File: config.mk
export PLATFORM = sky130hd
export DESIGN_NAME = freefall_seq_ctrl
export DESIGN_NICKNAME = d
export VERILOG_FILES = /design/src/rtl/freefall_seq_ctrl.sv
export SDC_FILE = /design/constraint.sdc
export NUM_CORES = 1
export LEC_CHECK = 0
export ABC_AREA = 1
export BUFFER_PORTS_ARGS = -buffer_cell sky130_fd_sc_hd__buf_2
export CORE_ASPECT_RATIO = 1.4
export CORE_MARGIN = 3
export CORE_UTILIZATION = 53
export CTS_CLUSTER_DIAMETER = 80
export CTS_CLUSTER_SIZE = 28
export DETAILED_ROUTE_END_ITERATION = 8
export GPL_ROUTABILITY_DRIVEN = 0
export GPL_TIMING_DRIVEN = 1
export PLACE_DENSITY = 0.86
export SLEW_MARGIN = 25
export SYNTH_ARGS = -nofsm -noshare
export SYNTH_HDL_FRONTEND = slang
export SYNTH_SLANG_ARGS = --single-unit
File: constraint.sdc
create_clock -name clk -period 3.7 [get_ports clk]
set_clock_uncertainty 0.2 [all_clocks]
set_input_delay 0.185 -clock clk [delete_from_list [all_inputs] [get_ports clk]]
set_output_delay 0.185 -clock clk [all_outputs]
set_load 0.02 [all_outputs]
File: src/rtl/freefall_seq_ctrl.sv
// freefall_seq_ctrl: per-frame jump/fall sequencer for the player sprite.
// Holds the player's height and vertical velocity, drives the external
// registered FreeFall unit (y' = y + v - 7, v' = v - 14) and applies ground
// landing, ceiling bonk, bottom fall-off and terminal-velocity clamping.
// Optional feature: define DOUBLE_JUMP_EN to allow one extra jump while airborne.

module freefall_seq_ctrl #(
  parameter logic [8:0] Y_MAX  = 9'd200,
  parameter logic [8:0] JUMP_V = 9'd48,
  parameter logic [8:0] V_MAX  = 9'd56
) (
  input  logic       clk,
  input  logic       rst_n,
  input  logic       frame_tick_i,
  input  logic       jump_req_i,
  input  logic       support_i,
  input  logic [8:0] ground_y_i,
  output logic [8:0] ff_y_init_o,
  output logic [8:0] ff_v_init_o,
  input  logic [8:0] ff_y_i,
  input  logic [8:0] ff_v_i,
  output logic [8:0] pos_y_o,
  output logic [8:0] vel_o,
  output logic       airborne_o,
  output logic       landed_o,
  output logic       busy_o
);

  typedef enum logic [1:0] {
    ST_GROUND  = 2'd0,
    ST_AIR     = 2'd1,
    ST_STEP    = 2'd2,
    ST_CAPTURE = 2'd3
  } state_t;

  state_t     state_q;
  logic [8:0] pos_y_q;
  logic [8:0] vel_q;
  logic       airborne_q;
  logic       landed_q;
  logic       busy_q;
  logic       jump_pend_q;
`ifdef DOUBLE_JUMP_EN
  logic       air_jump_used_q;
`endif

  // Signed views of the FreeFall result and the collision thresholds.
  logic signed [8:0] ff_y_s;
  logic signed [8:0] ff_v_s;
  logic signed [8:0] ground_s;
  logic signed [8:0] neg_vmax_s;
  logic signed [8:0] v_clamp_s;
  logic              land_hit_s;
  logic              ceil_hit_s;
  logic              under_hit_s;
  logic              jump_now_s;
  logic              tick_open_s;

  assign ff_y_s     = $signed(ff_y_i);
  assign ff_v_s     = $signed(ff_v_i);
  assign ground_s   = $signed(ground_y_i);
  assign neg_vmax_s = 9'sd0 - $signed(V_MAX);

  // Falling through the floor this step while standing-capable ground is present.
  assign land_hit_s  = support_i && (ff_v_s < 9'sd0) && (ff_y_s <= ground_s);
  assign ceil_hit_s  = ff_y_s > $signed(Y_MAX);
  assign under_hit_s = ff_y_s < 9'sd0;
  assign v_clamp_s   = (ff_v_s < neg_vmax_s) ? neg_vmax_s : ff_v_s;

  // A pulse coincident with the tick counts for that tick.
  assign jump_now_s  = jump_pend_q | jump_req_i;
  // Ticks are only accepted while waiting for a frame, never mid-step.
  assign tick_open_s = frame_tick_i && ((state_q == ST_GROUND) || (state_q == ST_AIR));

  assign ff_y_init_o = pos_y_q;
  assign ff_v_init_o = vel_q;
  assign pos_y_o     = pos_y_q;
  assign vel_o       = vel_q;
  assign airborne_o  = airborne_q;
  assign landed_o    = landed_q;
  assign busy_o      = busy_q;

  // Sequencer FSM with registered status outputs and the jump request latch.
  always_ff @(posedge clk or negedge rst_n) begin
    if (!rst_n) begin
      state_q         <= ST_GROUND;
      pos_y_q         <= 9'd0;
      vel_q           <= 9'd0;
      airborne_q      <= 1'b0;
      landed_q        <= 1'b0;
      busy_q          <= 1'b0;
      jump_pend_q     <= 1'b0;
`ifdef DOUBLE_JUMP_EN
      air_jump_used_q <= 1'b0;
`endif
    end else begin
      landed_q <= 1'b0;
      case (state_q)
        ST_GROUND: begin
          if (frame_tick_i) begin
            if (jump_now_s) begin
              vel_q      <= JUMP_V;
              pos_y_q    <= ground_y_i;
              state_q    <= ST_AIR;
              airborne_q <= 1'b1;
            end else if (!support_i) begin
              vel_q      <= 9'd0;
              state_q    <= ST_AIR;
              airborne_q <= 1'b1;
            end else begin
              pos_y_q    <= ground_y_i;
              vel_q      <= 9'd0;
            end
          end
        end
        ST_AIR: begin
          if (frame_tick_i) begin
            state_q <= ST_STEP;
            busy_q  <= 1'b1;
`ifdef DOUBLE_JUMP_EN
            // One mid-air relaunch; STEP then integrates the new velocity.
            if (jump_now_s && !air_jump_used_q) begin
              vel_q           <= JUMP_V;
              air_jump_used_q <= 1'b1;
            end
`endif
          end
        end
        ST_STEP: begin
          // FreeFall samples pos_y/vel at the end of this cycle.
          state_q <= ST_CAPTURE;
        end
        ST_CAPTURE: begin
          busy_q <= 1'b0;
          if (land_hit_s) begin
            pos_y_q    <= ground_y_i;
            vel_q      <= 9'd0;
            landed_q   <= 1'b1;
            airborne_q <= 1'b0;
            state_q    <= ST_GROUND;
`ifdef DOUBLE_JUMP_EN
            air_jump_used_q <= 1'b0;
`endif
          end else if (ceil_hit_s) begin
            pos_y_q <= Y_MAX;
            vel_q   <= 9'd0;
            state_q <= ST_AIR;
          end else if (under_hit_s) begin
            pos_y_q    <= 9'd0;
            vel_q      <= 9'd0;
            landed_q   <= 1'b1;
            airborne_q <= 1'b0;
            state_q    <= ST_GROUND;
`ifdef DOUBLE_JUMP_EN
            air_jump_used_q <= 1'b0;
`endif
          end else begin
            pos_y_q <= ff_y_i;
            vel_q   <= v_clamp_s;
            state_q <= ST_AIR;
          end
        end
        default: begin
          state_q    <= ST_GROUND;
          airborne_q <= 1'b0;
          busy_q     <= 1'b0;
        end
      endcase

      // Pending jump is consumed (or discarded) by every accepted tick.
      if (tick_open_s) begin
        jump_pend_q <= 1'b0;
      end else if (jump_req_i) begin
        jump_pend_q <= 1'b1;
      end else begin
        jump_pend_q <= jump_pend_q;
      end
    end
  end

endmodule

Yosys cells after proc, flatten, opt, wreduce, memory -nomap -nowiden
Cells that the tools add are included.
{ "totals": {"register_bits": 24, "latch_bits": 0, "ramBits": 0, "rom_bits": 0, "output_inout_bits": 39, "word_cells": 72, "n_memories": 0} }
{ "op_classes": {"add_sub_neg": 0, "multipliers": 0, "n_div": 0, "order_cmp": 5, "eq_ne": 9, "shifts": 0, "muxes": 37, "bitwise": 1, "n_reduce_logical": 13} }
{ "op_table": {"columns": ["operator", "count"], "rows": [
  ["$mux 9", 11],
  ["$pmux 9 s2", 2],
  ["$lt 9x1->1 const B", 2],
  ["$mux 1", 16],
  ["$ne 3x3->1 const B", 4],
  ["$gt 9x9->1 const B", 1],
  ["$le 9x9->1", 1],
  ["$lt 9x7->1 const B", 1],
  ["$mux 2", 4],
  ["$pmux 2 s4", 1],
  ["$mux 6", 1],
  ["$reduce_and 3->1", 2],
  ["$reduce_bool 2->1", 3],
  ["$reduce_and 5->1", 1],
  ["$eq 2x2->1 const B", 2],
  ["$ne 2x2->1 const B", 2],
  ["$pmux 1 s2", 2],
  ["$reduce_and 2->1", 2],
  ["$logic_and 1x1->1", 3],
  ["$eq 2x1->1 const B", 1],
  ["$logic_not 2->1", 1],
  ["$logic_or 1x1->1", 1],
  ["$or 1x1->1", 1]
]} }

Depth between registers and ports, before layout
{ "depth": {"word_depth": 6, "ltp_mapped": 16} }

Least setup slack after synthesis
No wires, ideal clock.
{ "synth_timing": {"kind": "input -> register", "from": "input port ground_y_i[8]", "to": "register airborne_q (netlist: airborne_o)", "setup_time_ns": 0.131, "arrival_time_ns": 1.465, "path_slack_ns": 1.904, "cell_stages": 12, "path_buffers": 0, "path_cell_list": "inv_1 > ha_1 > nand2_2 > inv_1 > a21oi_2 > nand3_2 > nand2_2 > nand3_4 > nand3_4 > nand2_1 > nand2_1 > o21ai_1"} }
{ "synth_between": {"elab_chain_cells": 4, "word_cells_on_any_way": 7} }
{ "synth_lines": {"columns": ["element", "line_no", "source"], "rows": [
  ["start, declared", "17", "input logic [8:0] ground_y_i,"],
  ["$le 9x9->1 (*)", "65", "assign land_hit_s = support_i && (ff_v_s < 9'sd0) && (ff_y_s <= ground_s);"],
  ["$logic_and 1x1->1 (*)", "65", null],
  ["$ne 3x3->1 (no line) / $mux 1 (equally long branches)", null, null],
  ["$reduce_and 5->1 (no line) / $pmux 1 s2 (equally long branches)", null, null],
  ["end signal, assigned", "89", "airborne_q <= 1'b0;"],
  ["end signal, assigned", "105", "airborne_q <= 1'b1;"],
  ["end signal, assigned", "109", "airborne_q <= 1'b1;"],
  ["end, declared", "39", "logic airborne_q;"]
]} }
Every way passes the cells marked *; elsewhere a longest branch is shown, timed or not.
A chain may end at the register's enable or synchronous reset.

Worst setup path in the final report
{ "layout_timing": {"from": "register state_q[0]", "to": "register pos_y_q[2] (netlist: ff_y_init_o[2])"} }
{ "layout_between": {"elab_chain_cells": 3, "word_cells_on_any_way": 7} }
{ "layout_lines": {"columns": ["element", "line_no", "source"], "rows": [
  ["start, declared", "36", "state_t state_q;"],
  ["start signal, assigned", "86", "state_q <= ST_GROUND;"],
  ["start signal, assigned", "104", "state_q <= ST_AIR;"],
  ["start signal, assigned", "108", "state_q <= ST_AIR;"],
  ["$logic_not 2->1 / $eq 2x2->1 (equally long branches)", "98", "case (state_q)"],
  ["$ne 3x3->1 (no line), or another cell as far along", null, null],
  ["$reduce_and 3->1 (no line)", null, null],
  ["end signal, assigned", "103", "pos_y_q <= ground_y_i;"],
  ["end signal, assigned", "111", "pos_y_q <= ground_y_i;"],
  ["end signal, assigned", "136", "pos_y_q <= ground_y_i;"],
  ["end, declared", "37", "logic [8:0] pos_y_q;"]
]} }
Parallel ways exist; a longest one is shown, timed or not.

==> impl_metrics.toml <==
[floorplan]
num_rows = 24
fp.dieH_um = 75.4
start_util_pct = 56.7
die_area_um2 = 4190
die_x_um = 55.6
coreArea_um2 = 3210
ios = 71

[worst_setup_path]
crit_type = "flop to flop"
worst_ep_required_time_ns = 3.65
crit_start = "state_q[0]"
critical_path_peak_fanout = 13
reg2reg_to = "ff_y_init_o[2]"
crit_slowest_cell = "ha_1"
cp-start-kind = "flop"
critPathMaxStageDelay_ns = 0.49
cp.buffers_inverters = 1
worstPathArrival_ns = 2.16
crit_family = "simple AND/OR/NAND/NOR gates"
r2r_setup_slack_ns = 1.49
end_kind = "flop"
timing.rr.start = "state_q[0]"
crit_path_frequent_cell = "nand2_1"
reg2reg_depth = 8
cp_cell_sequence = "ha_1 > nand2_1 > nand2_1 > nand2_2 > inv_1 > nand2_1 > nor2_1 > nor2_1"

[global_route]
grt_util_all_layers_pct = 18.0
grt_antenna_before_repair = 0
grt_pass1_vias = 1504
grt_max_degree = 25
overflow = 0
grt_pass1_wl_mm = 6.24

[job]
cap_viol_max_count = 0

[placed_design]
dp.cells = 346
io_buffers = 70
dp_hpwl_mm = 3.24

[cts]
h-tree-depth = 1
hold_buffers = 4
cts_root_buf = "clkbuf_8"
cts_buffers = 3
clock-sinks = 24
clk_latency_ns = 0.27
cts_resized = 0
cts_setup_buffers = 0
clkSlewWorstSetupHoldPaths_ns = 0.09
clk_path_buf_depth = 2
tritoncts = "yes"

[sta]
fin_crit_sh_pct = 59.6
max_freq_ghz = 0.453
period_needed_ns = 2.21
worst_pin_slew_ns = 0.509
drv_slew = 0
setup_violations = 0
relSlewSlack_pct = 66.1
hold_violations = 0
setup_tns_ns = 0
rsz0062_at_grt = "false"

[synth]
synthArstFlopShare_pct = 100
ys.flop_type = "dfrtp_1"
synth_nets = 303
syn-cell-area_um2 = 1820
synth_cell_type_count = 27
syn-instance-count = 258
ys.warnings.count = 0
synth_edf_count = 0
avgSynthCellArea_um2 = 7.07
ys_ff_latch = 24
ys_seq_area_share_pct = 32.9

[hold_path]
hold_start = "frame_tick_i"
whs_endpoint = "jump_pend_q"
hold_path_depth = 4
hold_class = "input port to flop"

[cells_and_area]
stdcell_count = 354
diodes = 0
multi_input_area_um2 = 925
fill_cells = 273
drive_gt1_share_pct = 27.9
synthToLayoutAreaGrowth_pct = 18.8
seqCellArea_um2 = 601
nets = 361

[detailed_routing]
via_per_inst = 4.82
vias = 1708
wire_per_inst_um = 11.2
drt_iter0_drc = 63
drc = 0
drtPass1Iterations = 4
ant_nets = 0
drt-total-wl_mm = 3.97

[power]
leakage_nw = 1.31
power.density_nw_per_um2 = 684
max-vdd-ir-drop_v = 0.000493

[status]
status = "finished clean"
==> worst reg2reg max path, stage by stage (launching register included) <==
cell and delay, ns:
dfrtp_1 0.41, ha_1 0.49, nand2_1 0.14, nand2_1 0.19, nand2_2 0.13, inv_1 0.29
nand2_1 0.09, nor2_1 0.10, nor2_1 0.05
==> placed cells by master, fill, tap and decap left out, types with 2 or more instances in the layout <==
cell type | synthesis | final
a21oi_1 | 5 | 5
buf_2 | 1 | 70
clkbuf_8 | 0 | 4
dfrtp_1 | 24 | 24
dlygate4sd3_1 | 0 | 4
ha_1 | 13 | 13
inv_1 | 38 | 38
nand2_1 | 78 | 78
nand2_2 | 3 | 3
nand3_1 | 5 | 5
nand3_2 | 2 | 2
nand3_4 | 2 | 2
nand4_1 | 7 | 7
nor2_1 | 30 | 30
nor3_1 | 2 | 2
o21ai_0 | 12 | 12
o21ai_1 | 6 | 6
==> cell usage after synthesis (2+ instances only) <==
cell type,n,share of area [%]
buf_4,19,7.8
dfrtp_1,24,33
nand3_1,5,1.4
o21ai_0,12,3.3
inv_1,38,7.8
a21oi_1,5,1.4
nand3_4,2,1.9
nand3_2,2,1.1
nand4_1,7,2.4
o21ai_1,6,1.6
nand2_2,3,1.0
nand2_1,78,16
nor3_1,2,0.55
nor2_1,30,6.2
ha_1,13,8.9
==> layer usage <==
metal  vias to the layer above  GRT usage [%]  wire length [um]
met4                         0           4.05                29
met1                       765           22.0              1670
met2                        40           35.0              2100
met5                         -              0                 0
met3                         4           1.19               181
li1                        899              -                 -
==> cell families after synthesis <==
family                     share of synthesized area, %
and+or+nand+nor                                    33.6
buffers and inverters                              16.3
AOI/OAI and AO/OA                                  8.17
DFF                                                32.9
adders and majority gates                          8.92
==> sequential cells by signal (all words and copies together), names as in the netlist <==
| register | flops |
|---|---|
| busy_o | 1 |
| ff_v_init_o | 9 |
| ff_y_init_o | 9 |
| airborne_o | 1 |
| landed_o | 1 |
| jump_pend_q | 1 |
| state_q | 2 |
==> through the flow <==
| step | hold slack [ns] | cell area [um2] | worst slack (ns) | util (%) | total power, mW |
|---|---|---|---|---|---|
| after CTS | 0.0215 | 2170 | 1.52 | 67.4 | 1.49 |
| after floorplan | -0.311 | 1820 | 1.90 | - | 1.15 |
| after global placement | -0.0148 | 2070 | 1.62 | 64.4 | 1.29 |
| after detailed placement | -0.0122 | 2070 | 1.54 | 64.4 | 1.31 |
| final | 0.0183 | 2170 | 1.49 | 67.4 | 1.48 |
| after global routing | 0.0326 | 2170 | 1.25 | 67.4 | 1.61 |
==> worst max-delay path by stage <==
stage | to | cells after the start | slack (ns)
after floorplan | airborne_o | 12 | 1.90
after global placement | ff_y_init_o[0] | 8 | 1.62
after detailed placement | ff_y_init_o[2] | 8 | 1.54
after CTS | ff_y_init_o[2] | 8 | 1.52
after global routing | ff_y_init_o[2] | 8 | 1.25
final | ff_y_init_o[2] | 8 | 1.49
==> cell type report <==
| class | count | share of cell area [%] |
|---|---|---|
| clock buffers | 4 | 2.54 |
| flip-flops and latches | 24 | 27.7 |
| inverters | 39 | 6.76 |
| repair buffers | 74 | 18.0 |
| multi-input cells | 174 | 42.7 |
| well taps | 39 | 2.25 |
==> power by group <==
group	switching [mW]	internal, mW	total (mW)
Sequential	0.0703	0.374	0.445
Combinational	0.584	0.279	0.863
Clock	0.0796	0.0949	0.174
Total	0.734	0.748	1.48
(Power assumes the default switching activity.)
